File: config.mk
export PLATFORM = sky130hd
export DESIGN_NAME = uart_frame_assembler_flat
export DESIGN_NICKNAME = d
export VERILOG_FILES = /design/src/rtl/uart_frame_assembler_if.sv /design/src/rtl/uart_frame_assembler.sv /design/src/flat_wrapper.sv
export SDC_FILE = /design/constraint.sdc
export NUM_CORES = 1
export LEC_CHECK = 0
export CAP_MARGIN = 40
export CORE_ASPECT_RATIO = 2
export CORE_MARGIN = 2
export CORE_UTILIZATION = 25
export CTS_CLUSTER_DIAMETER = 120
export DETAILED_ROUTE_END_ITERATION = 12
export PLACE_DENSITY = 0.5
export SLEW_MARGIN = 30
export SYNTH_ARGS = -nofsm -noshare
export SYNTH_HDL_FRONTEND = slang
export SYNTH_SLANG_ARGS = --single-unit
File: constraint.sdc
create_clock -name clk_in -period 4.19 [get_ports clk_in]
set_input_delay 0.6285 -clock clk_in [delete_from_list [all_inputs] [get_ports clk_in]]
set_output_delay 0.6285 -clock clk_in [all_outputs]
set_load 0.02 [all_outputs]
File: src/rtl/uart_frame_assembler_if.sv
// rtl/uart_frame_assembler_if.sv - byte-in / frame-out bundle of the UART frame assembler
interface uart_frame_assembler_if #(
    parameter int FRAME_BYTES = 10
) ();
    logic [7:0]                       byte_in;
    logic                             byte_valid_in;
    logic                             busy_in;
    logic [8*FRAME_BYTES-1:0]         frame_out;
    logic                             frame_valid_out;
    logic [$clog2(FRAME_BYTES+1)-1:0] byte_count_out;
    logic                             timeout_out;
    logic                             overrun_out;

    // Byte source / downstream consumer side
    modport master (
        output byte_in, byte_valid_in, busy_in,
        input  frame_out, frame_valid_out, byte_count_out, timeout_out, overrun_out
    );

    // Assembler side
    modport slave (
        input  byte_in, byte_valid_in, busy_in,
        output frame_out, frame_valid_out, byte_count_out, timeout_out, overrun_out
    );
endinterface

File: src/rtl/uart_frame_assembler.sv
// rtl/uart_frame_assembler.sv - assembles UART bytes into one fixed-width request frame
module uart_frame_assembler #(
    parameter int FRAME_BYTES    = 10,
    parameter int TIMEOUT_CYCLES = 100_000
) (
    input  logic                  clk_in,
    input  logic                  rst_in,
    uart_frame_assembler_if.slave bus
);
    localparam int CW = $clog2(FRAME_BYTES + 1);
    localparam int TW = $clog2(TIMEOUT_CYCLES);
    localparam int FW = 8 * FRAME_BYTES;

    typedef enum logic [1:0] {
        IDLE    = 2'd0,
        COLLECT = 2'd1,
        PENDING = 2'd2
    } state_t;

    state_t          state_q, state_d;
    logic [CW-1:0]   count_q, count_d;
    logic [TW-1:0]   timer_q, timer_d;
    logic [FW-1:0]   buf_q, buf_d;
    logic [FW-1:0]   frame_q, frame_d;
    logic            frame_valid_q, frame_valid_d;
    logic            timeout_q, timeout_d;
    logic            overrun_q, overrun_d;

    // State register and all output flops; reset discards any partial or pending frame
    always_ff @(posedge clk_in or negedge rst_in) begin
        if (!rst_in) begin
            state_q       <= IDLE;
            count_q       <= '0;
            timer_q       <= '0;
            buf_q         <= '0;
            frame_q       <= '0;
            frame_valid_q <= 1'b0;
            timeout_q     <= 1'b0;
            overrun_q     <= 1'b0;
        end else begin
            state_q       <= state_d;
            count_q       <= count_d;
            timer_q       <= timer_d;
            buf_q         <= buf_d;
            frame_q       <= frame_d;
            frame_valid_q <= frame_valid_d;
            timeout_q     <= timeout_d;
            overrun_q     <= overrun_d;
        end
    end

    // Next-state logic: byte capture, frame completion, inter-byte timeout, pending release
    always_comb begin
        state_d       = state_q;
        count_d       = count_q;
        timer_d       = timer_q;
        buf_d         = buf_q;
        frame_d       = frame_q;
        frame_valid_d = 1'b0;
        timeout_d     = 1'b0;
        overrun_d     = 1'b0;

        case (state_q)
            IDLE, COLLECT: begin
                if (bus.byte_valid_in) begin
                    // Little-endian: lane k of the buffer takes the k-th byte of the frame
                    for (int k = 0; k < FRAME_BYTES; k++) begin
                        if (count_q == CW'(k)) begin
                            buf_d[8*k +: 8] = bus.byte_in;
                        end
                    end
                    timer_d = '0;
                    if (count_q == CW'(FRAME_BYTES - 1)) begin
                        // The completing byte is folded in through buf_d on this same edge
                        frame_d = buf_d;
                        count_d = '0;
                        if (bus.busy_in) begin
                            state_d = PENDING;
                        end else begin
                            frame_valid_d = 1'b1;
                            state_d       = IDLE;
                        end
                    end else begin
                        count_d = count_q + CW'(1);
                        state_d = COLLECT;
                    end
                end else if (state_q == COLLECT) begin
                    if (timer_q == TW'(TIMEOUT_CYCLES - 1)) begin
                        timer_d   = '0;
                        count_d   = '0;
                        buf_d     = '0;
                        timeout_d = 1'b1;
                        state_d   = IDLE;
                    end else begin
                        timer_d = timer_q + TW'(1);
                    end
                end else begin
                    timer_d = '0;
                end
            end
            PENDING: begin
                // Single-frame buffer: any byte here is lost, including on the release edge
                timer_d = '0;
                if (bus.byte_valid_in) begin
                    overrun_d = 1'b1;
                end
                if (!bus.busy_in) begin
                    frame_valid_d = 1'b1;
                    state_d       = IDLE;
                end
            end
            default: begin
                state_d = IDLE;
                count_d = '0;
                timer_d = '0;
            end
        endcase
    end

    assign bus.frame_out       = frame_q;
    assign bus.frame_valid_out = frame_valid_q;
    assign bus.byte_count_out  = count_q;
    assign bus.timeout_out     = timeout_q;
    assign bus.overrun_out     = overrun_q;
endmodule

File: src/flat_wrapper.sv
// flat-port wrapper written by rule: the top's interface ports become plain ports
module uart_frame_assembler_flat 
#(
    parameter int FRAME_BYTES    = 10,
    parameter int TIMEOUT_CYCLES = 100_000
)
  (clk_in, rst_in, bus_byte_in, bus_byte_valid_in, bus_busy_in, bus_frame_out, bus_frame_valid_out, bus_byte_count_out, bus_timeout_out, bus_overrun_out);
  uart_frame_assembler_if #(.FRAME_BYTES(FRAME_BYTES)) bus_i ();
  input  logic clk_in;
  input  logic rst_in;
  input wire logic [$bits(bus_i.byte_in)-1:0] bus_byte_in;
  input wire logic [$bits(bus_i.byte_valid_in)-1:0] bus_byte_valid_in;
  input wire logic [$bits(bus_i.busy_in)-1:0] bus_busy_in;
  output wire logic [$bits(bus_i.frame_out)-1:0] bus_frame_out;
  output wire logic [$bits(bus_i.frame_valid_out)-1:0] bus_frame_valid_out;
  output wire logic [$bits(bus_i.byte_count_out)-1:0] bus_byte_count_out;
  output wire logic [$bits(bus_i.timeout_out)-1:0] bus_timeout_out;
  output wire logic [$bits(bus_i.overrun_out)-1:0] bus_overrun_out;
  assign bus_i.byte_in = bus_byte_in;
  assign bus_i.byte_valid_in = bus_byte_valid_in;
  assign bus_i.busy_in = bus_busy_in;
  assign bus_frame_out = bus_i.frame_out;
  assign bus_frame_valid_out = bus_i.frame_valid_out;
  assign bus_byte_count_out = bus_i.byte_count_out;
  assign bus_timeout_out = bus_i.timeout_out;
  assign bus_overrun_out = bus_i.overrun_out;
  uart_frame_assembler #(.FRAME_BYTES(FRAME_BYTES), .TIMEOUT_CYCLES(TIMEOUT_CYCLES)) u_core (.clk_in(clk_in), .rst_in(rst_in), .bus(bus_i));
endmodule
==> results.md <==
- The number of cells on the worst reg-to-reg path is 4.
- sky130_fd_sc_hd__dfrtp_1 takes more of the synthesized area than any other cell.
- The share of the synthesized area in compound gates (AO/OA/AOI/OAI) is 12.2%.
- After synthesis, the netlist uses 44 different library cells.
- Once layout is complete, the cells apart from fillers number 1,393.
- After Yosys synthesis, full adders, half adders and majority gates account for 0.148% of the synthesized area.
- The clock slew at the register clock pins of the worst setup and hold paths is 0.07 ns.
- Of the total synthesized cell area, the portion taken by XOR and XNOR cells is 1.56%.
- The core region is 0.0334 mm^2.
- The final core utilization is 31.3%.
- Together, buffers and inverters on the worst path number 1.
- The repair_antennas step left the layout with diodes totalling 0.
- The number of setup violations in the final report is 0.
- In this run the number of cells on the critical path is 1.
- Following the worst setup path forward leads to its endpoint at bus_byte_count_out[0].
- The filler cells instantiated in the layout total 3,396.
- The leading cell type in the layout, fill and taps excluded is sky130_fd_sc_hd__nand2_1.
- The run finished with clean final reports.
- The sequential cell area in the final layout is 0.00445 mm^2.
- The count of pins over their slew limit is 0.
- The floorplan step set the die width to 134 um.
- The nature of the critical path startpoint is a flop.
- The worst setup path is captured at an output port.
- The first global-routing pass estimated 38,300 um of wire.
- The maximum fanout count along the critical path is 19.
- Measured against its own limit, the worst slew margin works out to 45.3%.
- After synthesis, the largest family of logic cells by area is simple AND/OR/NAND/NOR gates.
- Sorting the synthesized cells by area gives the leading types as sky130_fd_sc_hd__dfrtp_1, sky130_fd_sc_hd__nand2_1, sky130_fd_sc_hd__mux2i_1.
- Counting every sink on the clock net gives 178.
- Sequential cells were found to cover 52.8% of the synthesized design area.
- In the final timing run, aggregate negative setup slack is 0 ns.
- For this run, the number of Yosys warnings is 0.
- The top cell type's share of synthesized area is 52.8%.
- The number of buffers inserted during clock tree synthesis is 17.
- The number of nets handed over by synthesis was 888.
- For this block, the initial DRC count from the detailed router was 349.
- Across all register-to-register paths, the minimum setup slack is 1.89 ns.
- The number of vias per cell after detailed routing is 4.49.
- The multi-input combinational cells in the finished layout cover a total of 0.00356 mm^2.
- In this run, post-CTS repair resized a total of 0 instances.
- The total congestion overflow is 0.
- Entering global routing, the biggest net connects 129 pins.
- The number of endpoints with negative hold slack in the final report is 0.
- The cell family contributing the most delay on the critical path is flip-flops.
- Counting every instance in the synthesized netlist gives 875.
- The cell with the largest stage delay on the worst path is sky130_fd_sc_hd__dfrtp_1.
- The global placement routability congestion is 0.770.
- The placed instances occupy a cell area of 0.00981 mm^2.
- The proportion of register bits with asynchronous set or reset after synthesis is 100%.
- The clock tree from TritonCTS is done.
- Port buffering added 98 buffers.
- The endpoint identified for the worst register-to-register timing path is u_core.buf_q[41].
- The beginning of the worst register-to-register path is u_core.bus.byte_count_out[0].
- The count of hold buffers inserted by post-cts repair is 0.
- The number of buffers added for setup after CTS is 0.
- Derived from the worst setup path, the maximum achievable clock frequency is 382 MHz.
- The I/O pin total is 99.
- The share of final-layout standard cells stronger than drive strength 1 is 9.93%.
- The H-tree was split into 4 levels.
- Averaged over all synthesized cells, the footprint is 9.64 um^2.
- The count of flip-flops with a built-in enable after synthesis is 0.
- At the end of the flow, the number of nets in the layout was 957.
- The longest individual stage delay on the worst path is 0.78 ns.
- Setup repair after global routing left no endpoint under its margin.
- The data required time of the worst path is 3.56 ns.
- The final routed DRC violation total is 0.
- The data arrival time of the worst path is 1.99 ns.
- Max-cap violations in this run came to 0.
- The initial antenna violation count came to 0.
- Including well taps, the total number of placed cells is 1,359.
- For this run, the total global-route usage over all layers was measured as 14.1%.
- The number of rows created at floorplan is 95.
- The initial utilization of the core area, before any placement, comes to 25.2%.
- The critical path goes through clkdlybuf4s50_1.
- The worst hold slack is 0.134 ns.
- The iteration count of the initial detailed-routing pass is 4.
- The cell sitting at the root of the clock tree is a sky130_fd_sc_hd__clkbuf_16.
- The final antenna-violating net count is 0.
- The die is 264 um tall.
- The dominant register cell in the synthesized netlist is sky130_fd_sc_hd__dfrtp_1.
- The worst setup path is of the flop to output port kind.
- Of the post-synthesis cell area, the part taken by muxes is 9.35%.
- The area growth from synthesis to layout is 23.8%.
- The clock period could shrink to 2.62 ns.
- The mapped cell area is 0.00843 mm^2.
- The total of flip-flops plus latches after synthesis is 178.
- The basic-gate share of the synthesized area counting and, or, nand and nor cells is 18.6%.
- On the final layout, the worst clock skew is 0.00633 ns.
- The power density over the cells is 691 mW/mm^2.
- The later pin in the worst-skew pair is clocked with a latency of 0.44 ns.
- Once detailed placement completed, the half-perimeter wirelength came to 16,900 um.
- The via count is 6,260.
- The number of global-route vias before repair is 6,450.
- Wires add up to 24,000 um.
- For this design the static power due to leakage is 4.36 nW.
- The launching element of the worst setup path is u_core.bus.byte_count_out[0].
- The share of the clock period used by the worst path is 62.5%.
- Leaving out fill and tap cells, the most frequent cells in the layout are sky130_fd_sc_hd__nand2_1, sky130_fd_sc_hd__dfrtp_1, sky130_fd_sc_hd__o21ai_0, sky130_fd_sc_hd__clkdlybuf4s50_1, sky130_fd_sc_hd__mux2i_1.
- The peak ir drop on the vdd network is 0.000329 V.
- At the pin with the least slew margin, the transition time is 0.818 ns.
- The clock tree buffer depth is 2.
- With fillers left out, the area of the finished cells amounts to 0.0104 mm^2.
- The class of the tightest hold or removal check is input pin to async pin.
- In the final routed layout, each cell accounts on average for 17.3 um.
- The floorplan step defined a die boundary enclosing 0.0353 mm^2.
cells in the mapped netlist, types with 2 or more instances:
| master | number |
|---|---|
| sky130_fd_sc_hd__a21oi_1 | 10 |
| sky130_fd_sc_hd__a22oi_1 | 16 |
| sky130_fd_sc_hd__and2_1 | 7 |
| sky130_fd_sc_hd__and3_1 | 2 |
| sky130_fd_sc_hd__and3b_1 | 3 |
| sky130_fd_sc_hd__and4_1 | 2 |
| sky130_fd_sc_hd__and4bb_1 | 2 |
| sky130_fd_sc_hd__and4bb_2 | 4 |
| sky130_fd_sc_hd__buf_2 | 28 |
| sky130_fd_sc_hd__buf_4 | 10 |
| sky130_fd_sc_hd__buf_6 | 6 |
| sky130_fd_sc_hd__clkbuf_1 | 30 |
| sky130_fd_sc_hd__dfrtp_1 | 178 |
| sky130_fd_sc_hd__inv_1 | 13 |
| sky130_fd_sc_hd__mux2_2 | 5 |
| sky130_fd_sc_hd__mux2i_1 | 72 |
| sky130_fd_sc_hd__nand2_1 | 225 |
| sky130_fd_sc_hd__nand2b_1 | 15 |
| sky130_fd_sc_hd__nand3_1 | 12 |
| sky130_fd_sc_hd__nand3b_1 | 2 |
| sky130_fd_sc_hd__nand4_1 | 5 |
| sky130_fd_sc_hd__nand4b_1 | 2 |
| sky130_fd_sc_hd__nor2_1 | 27 |
| sky130_fd_sc_hd__nor2b_1 | 6 |
| sky130_fd_sc_hd__nor3_1 | 5 |
| sky130_fd_sc_hd__nor4_1 | 6 |
| sky130_fd_sc_hd__nor4b_1 | 3 |
| sky130_fd_sc_hd__nor4b_4 | 2 |
| sky130_fd_sc_hd__o211ai_1 | 6 |
| sky130_fd_sc_hd__o21ai_0 | 118 |
| sky130_fd_sc_hd__o21ai_1 | 8 |
| sky130_fd_sc_hd__o21ai_2 | 13 |
| sky130_fd_sc_hd__o31ai_1 | 8 |
| sky130_fd_sc_hd__xnor2_1 | 12 |
| sky130_fd_sc_hd__xor2_1 | 3 |
layout make-up:
| type | count | share of cell area [%] |
|---|---|---|
| clock buffer | 17 | 4.07 |
| clock inverter | 15 | 1.74 |
| inverter | 13 | 0.467 |
| multi-input combinational | 609 | 34.1 |
| sequential | 178 | 42.7 |
| tap | 436 | 5.22 |
| timing repair buffer | 125 | 11.7 |
worst min-delay path by stage:
stage / depth (start not counted) / startpoint / slack (ns) / end
6_report: 1 / rst_in / 0.13 / u_core.buf_q[62]
3_3_place_gp: 2 / u_core.bus.frame_out[35] / 0.46 / u_core.bus.frame_out[35]
4_1_cts: 1 / rst_in / 0.13 / u_core.buf_q[58]
3_5_place_dp: 2 / u_core.bus.frame_out[24] / 0.47 / u_core.bus.frame_out[24]
2_1_floorplan: 0 / rst_in / 0.33 / u_core.buf_q[0]
5_1_grt: 1 / rst_in / 0.15 / u_core.buf_q[62]
logic make-up (layout without fill, tap and decap cells):
kind of cell | count (synthesis) | count (layout)
AND/OR/NAND/NOR | 335 | 335
AO/OA/AOI/OAI | 180 | 180
flip-flops | 178 | 178
buffers and inverters | 88 | 170
multiplexers | 78 | 78
XOR/XNOR | 15 | 15
adder cells (fa/ha/maj) | 1 | 1
registers in the layout (all words and copies together), names as in the netlist:
name and cells:
u_core.buf_q 72, u_core.bus.byte_count_out 4, u_core.bus.frame_out 80, u_core.bus.frame_valid_out 1, u_core.bus.overrun_out 1, u_core.bus.timeout_out 1
u_core.state_q 2, u_core.timer_q 17
report_power, final:
group | internal (mW) | leakage [nW] | total, mW | switching, mW
clock | 0.945 | 0.288 | 1.67 | 0.727
sequential | 2.36 | 2.33 | 2.85 | 0.490
combinational | 1.21 | 1.75 | 2.69 | 1.48
metal layers:
metal,routed length [um],track usage (%),part of all wire (%)
met5,0,0,0
met4,478,4.80,2.0
met3,769,3.19,3.2
met2,13400,26.3,56
met1,9350,15.5,39
stage by stage:
stage | total power [mW] | worst slack, ns
global placement | 5.58 | 1.55
detailed placement | 5.63 | 1.48
floorplan | 4.36 | 2.38
CTS | 7.34 | 1.53
global route | 7.71 | 1.49
finish | 7.21 | 1.57
Power figures use the tool's default switching activity.
